$ cat config.mk
export PLATFORM = sky130hd
export DESIGN_NAME = spi_cmd_master
export DESIGN_NICKNAME = d
export VERILOG_FILES = /design/src/rtl/spi_cmd_master.sv
export SDC_FILE = /design/constraint.sdc
export NUM_CORES = 1
export LEC_CHECK = 0
export ABC_AREA = 1
export CORE_AREA = 2 2 64 78
export DETAILED_ROUTE_END_ITERATION = 10
export DIE_AREA = 0 0 66 80
export PLACE_DENSITY = 0.82
export SYNTH_ARGS = -nofsm -noshare
export SYNTH_HDL_FRONTEND = slang
export SYNTH_SLANG_ARGS = --single-unit
export TNS_END_PERCENT = 1
$ cat constraint.sdc
create_clock -name clk_in -period 3 [get_ports clk_in]
set_input_delay 0.6 -clock clk_in [delete_from_list [all_inputs] [get_ports clk_in]]
set_output_delay 0.6 -clock clk_in [all_outputs]
set_load 0.05 [all_outputs]
$ cat src/rtl/spi_cmd_master.sv
// SPI mode-0 command master: sends a 1- or 3-byte frame MSB first, with cs_n toggled around every byte.
// Define SPI_MISO_CAPTURE_EN to capture miso into rx_byte/rx_valid; otherwise both outputs are tied to zero.
module spi_cmd_master #(
   parameter int SCLK_HALF = 2,
   parameter int CS_SETUP  = 5,
   parameter int CS_HOLD   = 5,
   parameter int GAP       = 5
) (
   input  logic        clk_in,
   input  logic        sys_rst_n,
   input  logic        cmd_valid,
   output logic        cmd_ready,
   input  logic [7:0]  cmd_code,
   input  logic [15:0] cmd_data,
   input  logic        cmd_has_data,
   output logic        sclk,
   output logic        mosi,
   output logic        cs_n,
   input  logic        miso,
   output logic [7:0]  rx_byte,
   output logic        rx_valid,
   output logic        busy,
   output logic        done
);

   localparam logic [7:0] SETUP_LAST = 8'(CS_SETUP - 1);
   localparam logic [7:0] HALF_LAST  = 8'(SCLK_HALF - 1);
   localparam logic [7:0] HOLD_LAST  = 8'(CS_HOLD - 1);
   localparam logic [7:0] GAP_LAST   = 8'(GAP - 1);

   typedef enum logic [2:0] {
      ST_IDLE,
      ST_SETUP,
      ST_SCLK_LO,
      ST_SCLK_HI,
      ST_HOLD,
      ST_GAP
   } state_t;

   state_t      state;
   logic [7:0]  cyc_cnt;
   logic [2:0]  bit_cnt;
   logic [1:0]  byte_idx;
   logic [7:0]  tx_byte;
   logic [15:0] data_q;
   logic        has_data_q;

   logic [7:0]  cyc_lim;
   logic        cyc_last;
   logic        last_byte;
   logic [7:0]  next_byte;
   logic        hold_entry;

   // mosi is the top bit of the transmit shifter, which only shifts on the sclk falling edge
   assign mosi = tx_byte[7];

   always_comb begin
      cyc_lim = 8'd0;
      case (state)
         ST_SETUP:   cyc_lim = SETUP_LAST;
         ST_SCLK_LO: cyc_lim = HALF_LAST;
         ST_SCLK_HI: cyc_lim = HALF_LAST;
         ST_HOLD:    cyc_lim = HOLD_LAST;
         ST_GAP:     cyc_lim = GAP_LAST;
         default:    cyc_lim = 8'd0;
      endcase
   end

   assign cyc_last   = (cyc_cnt == cyc_lim);
   assign last_byte  = !has_data_q || (byte_idx == 2'd2);
   assign hold_entry = (state == ST_SCLK_HI) && cyc_last && (bit_cnt == 3'd7);

   always_comb begin
      next_byte = data_q[7:0];
      if (byte_idx == 2'd1) next_byte = data_q[15:8];
   end

   always_ff @(posedge clk_in or negedge sys_rst_n) begin
      if (!sys_rst_n) begin
         state      <= ST_IDLE;
         cyc_cnt    <= 8'd0;
         bit_cnt    <= 3'd0;
         byte_idx   <= 2'd0;
         tx_byte    <= 8'd0;
         data_q     <= 16'd0;
         has_data_q <= 1'b0;
         cmd_ready  <= 1'b0;
         cs_n       <= 1'b1;
         sclk       <= 1'b0;
         busy       <= 1'b0;
         done       <= 1'b0;
      end else begin
         done <= 1'b0;
         case (state)
            ST_IDLE: begin
               cmd_ready <= 1'b1;
               if (cmd_valid && cmd_ready) begin
                  data_q     <= cmd_data;
                  has_data_q <= cmd_has_data;
                  tx_byte    <= cmd_code;
                  byte_idx   <= 2'd0;
                  cyc_cnt    <= 8'd0;
                  cs_n       <= 1'b0;
                  sclk       <= 1'b0;
                  busy       <= 1'b1;
                  cmd_ready  <= 1'b0;
                  state      <= ST_SETUP;
               end
            end
            ST_SETUP: begin
               if (cyc_last) begin
                  cyc_cnt <= 8'd0;
                  bit_cnt <= 3'd0;
                  state   <= ST_SCLK_LO;
               end else begin
                  cyc_cnt <= cyc_cnt + 8'd1;
               end
            end
            ST_SCLK_LO: begin
               if (cyc_last) begin
                  cyc_cnt <= 8'd0;
                  sclk    <= 1'b1;
                  state   <= ST_SCLK_HI;
               end else begin
                  cyc_cnt <= cyc_cnt + 8'd1;
               end
            end
            ST_SCLK_HI: begin
               if (cyc_last) begin
                  cyc_cnt <= 8'd0;
                  sclk    <= 1'b0;
                  if (bit_cnt == 3'd7) begin
                     state <= ST_HOLD;
                  end else begin
                     bit_cnt <= bit_cnt + 3'd1;
                     tx_byte <= {tx_byte[6:0], 1'b0};
                     state   <= ST_SCLK_LO;
                  end
               end else begin
                  cyc_cnt <= cyc_cnt + 8'd1;
               end
            end
            ST_HOLD: begin
               if (cyc_last) begin
                  cyc_cnt <= 8'd0;
                  cs_n    <= 1'b1;
                  state   <= ST_GAP;
               end else begin
                  cyc_cnt <= cyc_cnt + 8'd1;
               end
            end
            ST_GAP: begin
               if (cyc_last) begin
                  cyc_cnt <= 8'd0;
                  if (last_byte) begin
                     done      <= 1'b1;
                     busy      <= 1'b0;
                     cmd_ready <= 1'b1;
                     state     <= ST_IDLE;
                  end else begin
                     byte_idx <= byte_idx + 2'd1;
                     tx_byte  <= next_byte;
                     cs_n     <= 1'b0;
                     state    <= ST_SETUP;
                  end
               end else begin
                  cyc_cnt <= cyc_cnt + 8'd1;
               end
            end
            default: begin
               state <= ST_IDLE;
            end
         endcase
      end
   end

`ifdef SPI_MISO_CAPTURE_EN
   logic [7:0] rx_shift;

   // miso is sampled on the same edge that raises sclk, so the slave has had a full low half-period
   always_ff @(posedge clk_in or negedge sys_rst_n) begin
      if (!sys_rst_n) begin
         rx_shift <= 8'd0;
         rx_byte  <= 8'd0;
         rx_valid <= 1'b0;
      end else begin
         rx_valid <= 1'b0;
         if ((state == ST_SCLK_LO) && cyc_last) rx_shift <= {rx_shift[6:0], miso};
         if (hold_entry) begin
            rx_byte  <= rx_shift;
            rx_valid <= 1'b1;
         end
      end
   end
`else
   logic unused_miso;
   logic unused_hold_entry;

   assign unused_miso       = miso;
   assign unused_hold_entry = hold_entry;
   assign rx_byte           = 8'd0;
   assign rx_valid          = 1'b0;
`endif

endmodule

* Word-level counts from Yosys, hierarchy flattened
Cells that the tools add are included.
Widths: inputs -> output; s select.
** Cells by class
- Multiplexer cells :: 46
- Eq/ne operators :: 18
- Reduce and logical (&&, ||, !) cells :: 23
- Add/sub/neg operators :: 3
** Operator list (count)
- $mux 8 :: 8
- $mux 3 :: 10
- $pmux 8 s3 :: 1
- $ne 2x2->1 const B :: 9
- $pmux 3 s6 :: 1
- $pmux 8 s2 :: 1
- $reduce_and 4->1 :: 4
- $mux 1 :: 15
- $pmux 3 s2 :: 2
- $reduce_and 6->1 :: 2
- $eq 3x3->1 const B :: 3
- $reduce_bool 3->1 :: 3
- $add 8x1->8 const B :: 1
- $eq 8x8->1 :: 1
- $eq 3x2->1 const B :: 2
- $mux 2 :: 3
- $pmux 1 s3 :: 2
- $reduce_bool 2->1 :: 3
- $reduce_and 5->1 :: 1
- $reduce_or 5->1 :: 1
- $pmux 1 s2 :: 2
- $pmux 2 s2 :: 1
- $reduce_and 2->1 :: 2
- $add 3x1->3 const B :: 1
- other kinds (11) :: 11
** Word-level totals
- Output and inout port bits :: 15
- Logic and storage cells :: 102
- Flip-flop bits (word level) :: 46
- Input bits :: 29

* Logic depth before layout (Yosys ltp)
- Depth after elaboration :: 6
- Depth in mapped cells :: 11
- Gate-level depth less buffers :: 11

* Worst setup path before layout
Ideal clock, no wire load.
- Path kind :: register to register
- From :: register byte_idx[0]
- To :: register tx_byte[7]
- Clock period less this slack :: 1556 ps
- Data arrival time :: 1490 ps
- Data required time :: 2934 ps
- Slack :: 1444 ps
- Setup time :: 66 ps
- Cell stages (with the launch flop) :: 11
- Path buffers :: 0
- Cell sequence :: dfrtp_1 > inv_1 > ha_1 > or2_2 > nand2_1 > nand2_1 > nor2_1 > nand2_4 > inv_4 > nand2_1 > nand2_1
** Between the ends
- Cells in the longest elaborated chain, start to end :: 5
- Elaborated cells on any way between the ends :: 9
- Those cells by class :: eq/ne: 3; mux: 4; reduce/logical: 2
** Ends and longest elaborated chain
- start: declaration :: line 43 : logic [1:0] byte_idx;
- start signal: assignment :: line 161 : byte_idx <= byte_idx + 2'd1;
- $eq 2x1->1 :: line 75 : if (byte_idx == 2'd1) next_byte = data_q[15:8];
- $mux 8 :: line 75
- $mux 8 :: line 155 : if (last_byte) begin
- $mux 8 :: line 153 : if (cyc_last) begin
- $pmux 8 s3 :: line 94 : case (state)
- end signal: assignment :: line 100 : tx_byte <= cmd_code;
- end signal: assignment :: line 136 : tx_byte <= {tx_byte[6:0], 1'b0};
- end signal: assignment :: line 162 : tx_byte <= next_byte;
- end: declaration :: line 44 : logic [7:0] tx_byte;
Several ways; a longest one is shown, not always the timed one. The select of a mux whose other input is x is not followed.
A chain may end at the register's enable or synchronous reset.

* Final worst setup path
- From :: register cs_n
- To :: output port cs_n
** RTL lines
- start: declaration :: line 18 : output logic cs_n,
- start signal: assignment :: line 88 : cs_n <= 1'b1;
- start signal: assignment :: line 103 : cs_n <= 1'b0;
- start signal: assignment :: line 146 : cs_n <= 1'b1;
No word-level cell between the ends.

==> impl_metrics.env <==
export IMPL_status="finished clean"
export IMPL_fill_cells=418
export IMPL_drtAntennaViolNets=0
export IMPL_use_met2=0.361
export IMPL_antenna_found_initial=0
export IMPL_rsz0062_at_grt="no"
export IMPL_max_freq_mhz=451
export IMPL_initial_core_util=0.546
export IMPL_synth_seq_cells=46
export IMPL_die_x_um=66
export IMPL_tns_ns=0
export IMPL_hold_class="reg2reg"
export IMPL_cts_buffer_depth=2
export IMPL_numPortBuffers=33
export IMPL_pwr_density_cell_nw_per_um2=363
export IMPL_p_switching_mw=0.241
export IMPL_worst_setup_path_type="reg2out"
export IMPL_synth_top_area_share=0.456
export IMPL_r2r_cells=10
export IMPL_synth_seq_area_share=0.466
export IMPL_final_core_util=0.639
export IMPL_die_h_um=80
export IMPL_finalCriticalPeriod_ns=2.22
export IMPL_insertion_delay_ns=0.30
export IMPL_p_seq_frac=0.590
export IMPL_design_area_sq_um=2890
export IMPL_grt_pass1_wl_um=8490
export IMPL_regArea_sq_um=1150
export IMPL_cts_resized=0
export IMPL_num_vias=2112
export IMPL_crit_chain="clkdlybuf4s50_1"
export IMPL_netlist_area_sq_um=2470
export IMPL_viasPerCell=5.08
export IMPL_first_global_vias=2025
export IMPL_yosys_area_share_simple=0.295
export IMPL_use_met3=0.0465
export IMPL_diodes=0
export IMPL_core_sq_um=4530
export IMPL_dp_hpwl_um=3550
export IMPL_report_final_setup_viol=0
export IMPL_root_buffer="clkbuf_8"
export IMPL_fin_skew_ns=0.00528
export IMPL_synthXorXnorAreaFrac=0.0106
export IMPL_busiest_layer="met2"
export IMPL_ir_drop_mv=0.235
export IMPL_muxShareOfSynthArea=0
export IMPL_wl_per_cell_um=11.7
export IMPL_p_sw_frac=0.230
export IMPL_drcViolationCount=0
export IMPL_dp_slack_ns=1.02
export IMPL_clock_sinks=46
export IMPL_r2r_start="byte_idx[0]"
export IMPL_p_comb_frac=0.072
export IMPL_power_mw=1.05
export IMPL_drtIter0Drc=182
export IMPL_grt_overflow=0
export IMPL_worstPathArrival_ns=1.62
export IMPL_cp_depth=1
export IMPL_synth_adder_area_share=0.0253
export IMPL_nets=392
export IMPL_rrSetupSlack_ns=1.24
export IMPL_cp_required_ns=2.40
export IMPL_grt_util_met1=0.247
export IMPL_endpoint_kind="output port"
export IMPL_cts_setup_buffers=0
export IMPL_synthToLayoutAreaGrowth_pct=17.1
export IMPL_setup_ws_ns=0.783
export IMPL_leakagePower_nw=1.44
export IMPL_synth_largest_area_cell="dfrtp_1"
export IMPL_crit_path_max_incr_delay_ns=0.79
export IMPL_critPathBufInv=1
export IMPL_gp_congestion=0.923
export IMPL_async_flop_share=1.00
export IMPL_finalMaxSlewViolations=0
export IMPL_cts_made_buffers=5
export IMPL_whs_endpoint="cs_n"
export IMPL_startpoint_type="flop"
export IMPL_min_from="cs_n"
export IMPL_crit_start="cs_n"
export IMPL_slew_headroom=0.326
export IMPL_internal_power_mw=0.808
export IMPL_gr_usage_all_layers=0.211
export IMPL_ys_types=32
export IMPL_dr_pass1_iters=4
export IMPL_synth_area_per_cell_sq_um=7.67
export IMPL_cap_violations=0
export IMPL_cts_hold_buf=0
export IMPL_r2r_end="tx_byte[5]"
export IMPL_period_share=0.739
export IMPL_whs_path_depth=2
export IMPL_synth_top_family_by_area="simple AND/OR/NAND/NOR gates"
export IMPL_critPathMaxFanout=2
export IMPL_dpl_cell_area_sq_um=2820
export IMPL_slowest_stage="clkdlybuf4s50_1"
export IMPL_synth_flop_cell="dfrtp_1"
export IMPL_clkSlewWorstSetupHoldPaths_ns=0.08
export IMPL_synth_compound_area_frac=0.107
export IMPL_htree_levels=2
export IMPL_grt_max_degree=47
export IMPL_dieArea_sq_um=5280
export IMPL_finalHoldViolations=0
export IMPL_synthCells=322
export IMPL_cts_tree="built"
export IMPL_io_pins=44
export IMPL_drive_above_1_share=0.0866
export IMPL_synth_edf_count=0
export IMPL_wl_um=4870
export IMPL_num_rows=27
export IMPL_tightest_slew_ns=1.01
export IMPL_yosysWarningCount=0
export IMPL_multiInputGateArea_sq_um=1120
export IMPL_synth_area_leaders="dfrtp_1 (46%), nand2_1 (19%), inv_1 (4.3%)"
export IMPL_clkPwrFrac=0.337
export IMPL_crit_family="buffers and inverters"
[cell usage after synthesis (all sizes together) (2+ instances only)]
cell type	number
inv	34
a21oi	4
nand4	4
dfrtp	45
xor2	3
nor3	2
nand2	131
o211ai	3
buf	13
or2	2
ha	5
nand3	15
nor2	18
o21ai	28
o22ai	8
[how the worst max path moves through the flow]
| stage | to | slack [ns] |
|---|---|---|
| finish | cs_n | 0.78 |
| global route | cs_n | 0.74 |
| CTS | cs_n | 0.77 |
| detailed placement | tx_byte[5] | 1.02 |
| global placement | cyc_cnt[0] | 1.04 |
| floorplan | tx_byte[7] | 1.44 |
[routing by layer]
metal  share of wire  routed length [um]
met2            0.49                2400
met5               0                   0
met1            0.44                2140
met4           0.020                  99
met3           0.046                 226
[state kept, by name, summed over array words and instances (netlist names)]
register	cells
bit_cnt	3
busy	1
byte_idx	2
cmd_ready	1
cs_n	1
cyc_cnt	8
data_q	16
done	1
has_data_q	1
sclk	1
state	3
tx_byte	8
[logic make-up after synthesis]
logic type | count (synthesis)
xor gates and xnor gates | 3
other | 1
buffers and inverters | 49
AOI/OAI and AO/OA | 46
DFF | 46
adders and majority gates | 5
and+or+nand+nor | 172
[cells in the final DEF (no fill, tap or decap)]
cell	count
nand3_2	1
nor2_1	15
nor2_4	2
conb_1	9
a21oi_1	4
o21ai_2	2
xor2_1	3
or2_2	2
ha_1	5
o22ai_1	8
dfrtp_1	45
nor3_1	2
nand2_4	2
a22o_1	1
inv_2	5
o21ai_1	6
clkbuf_8	5
nand2_2	4
o31ai_1	1
buf_2	1
clkinv_2	2
o21bai_1	1
clkinv_1	1
nand2_1	125
inv_1	28
nand4_1	4
o21ai_0	20
nand3_1	14
clkdlybuf4s50_1	32
inv_4	1
nor2_2	1
o211ai_1	3
buf_4	2
dfstp_2	1
[layout make-up]
type	instances	share of cell area
inverters	35	0.0463
multi-input cells	235	0.386
repair buffers	35	0.118
flip-flops and latches	46	0.398
clock inverters	2	0.00346
clock buffers	5	0.0238
well taps	58	0.0251
[power groups by stage]
stage / combinational (mW) / sequential, mW / clock, mW
finish: 0.0760 / 0.619 / 0.354
detailed placement: 0.0771 / 0.632 / 0
global route: 0.0835 / 0.620 / 0.389
CTS: 0.0773 / 0.619 / 0.365
global placement: 0.0766 / 0.632 / 0
floorplan: 0.0387 / 0.632 / 0
[metrics by stage]
step	std cells	hold WS, ns
after floorplan	330	0.304
after global placement	409	0.454
after detailed placement	409	0.455
after CTS	416	0.467
after global routing	416	0.497
final	416	0.464
Power figures use the tool's default switching activity.
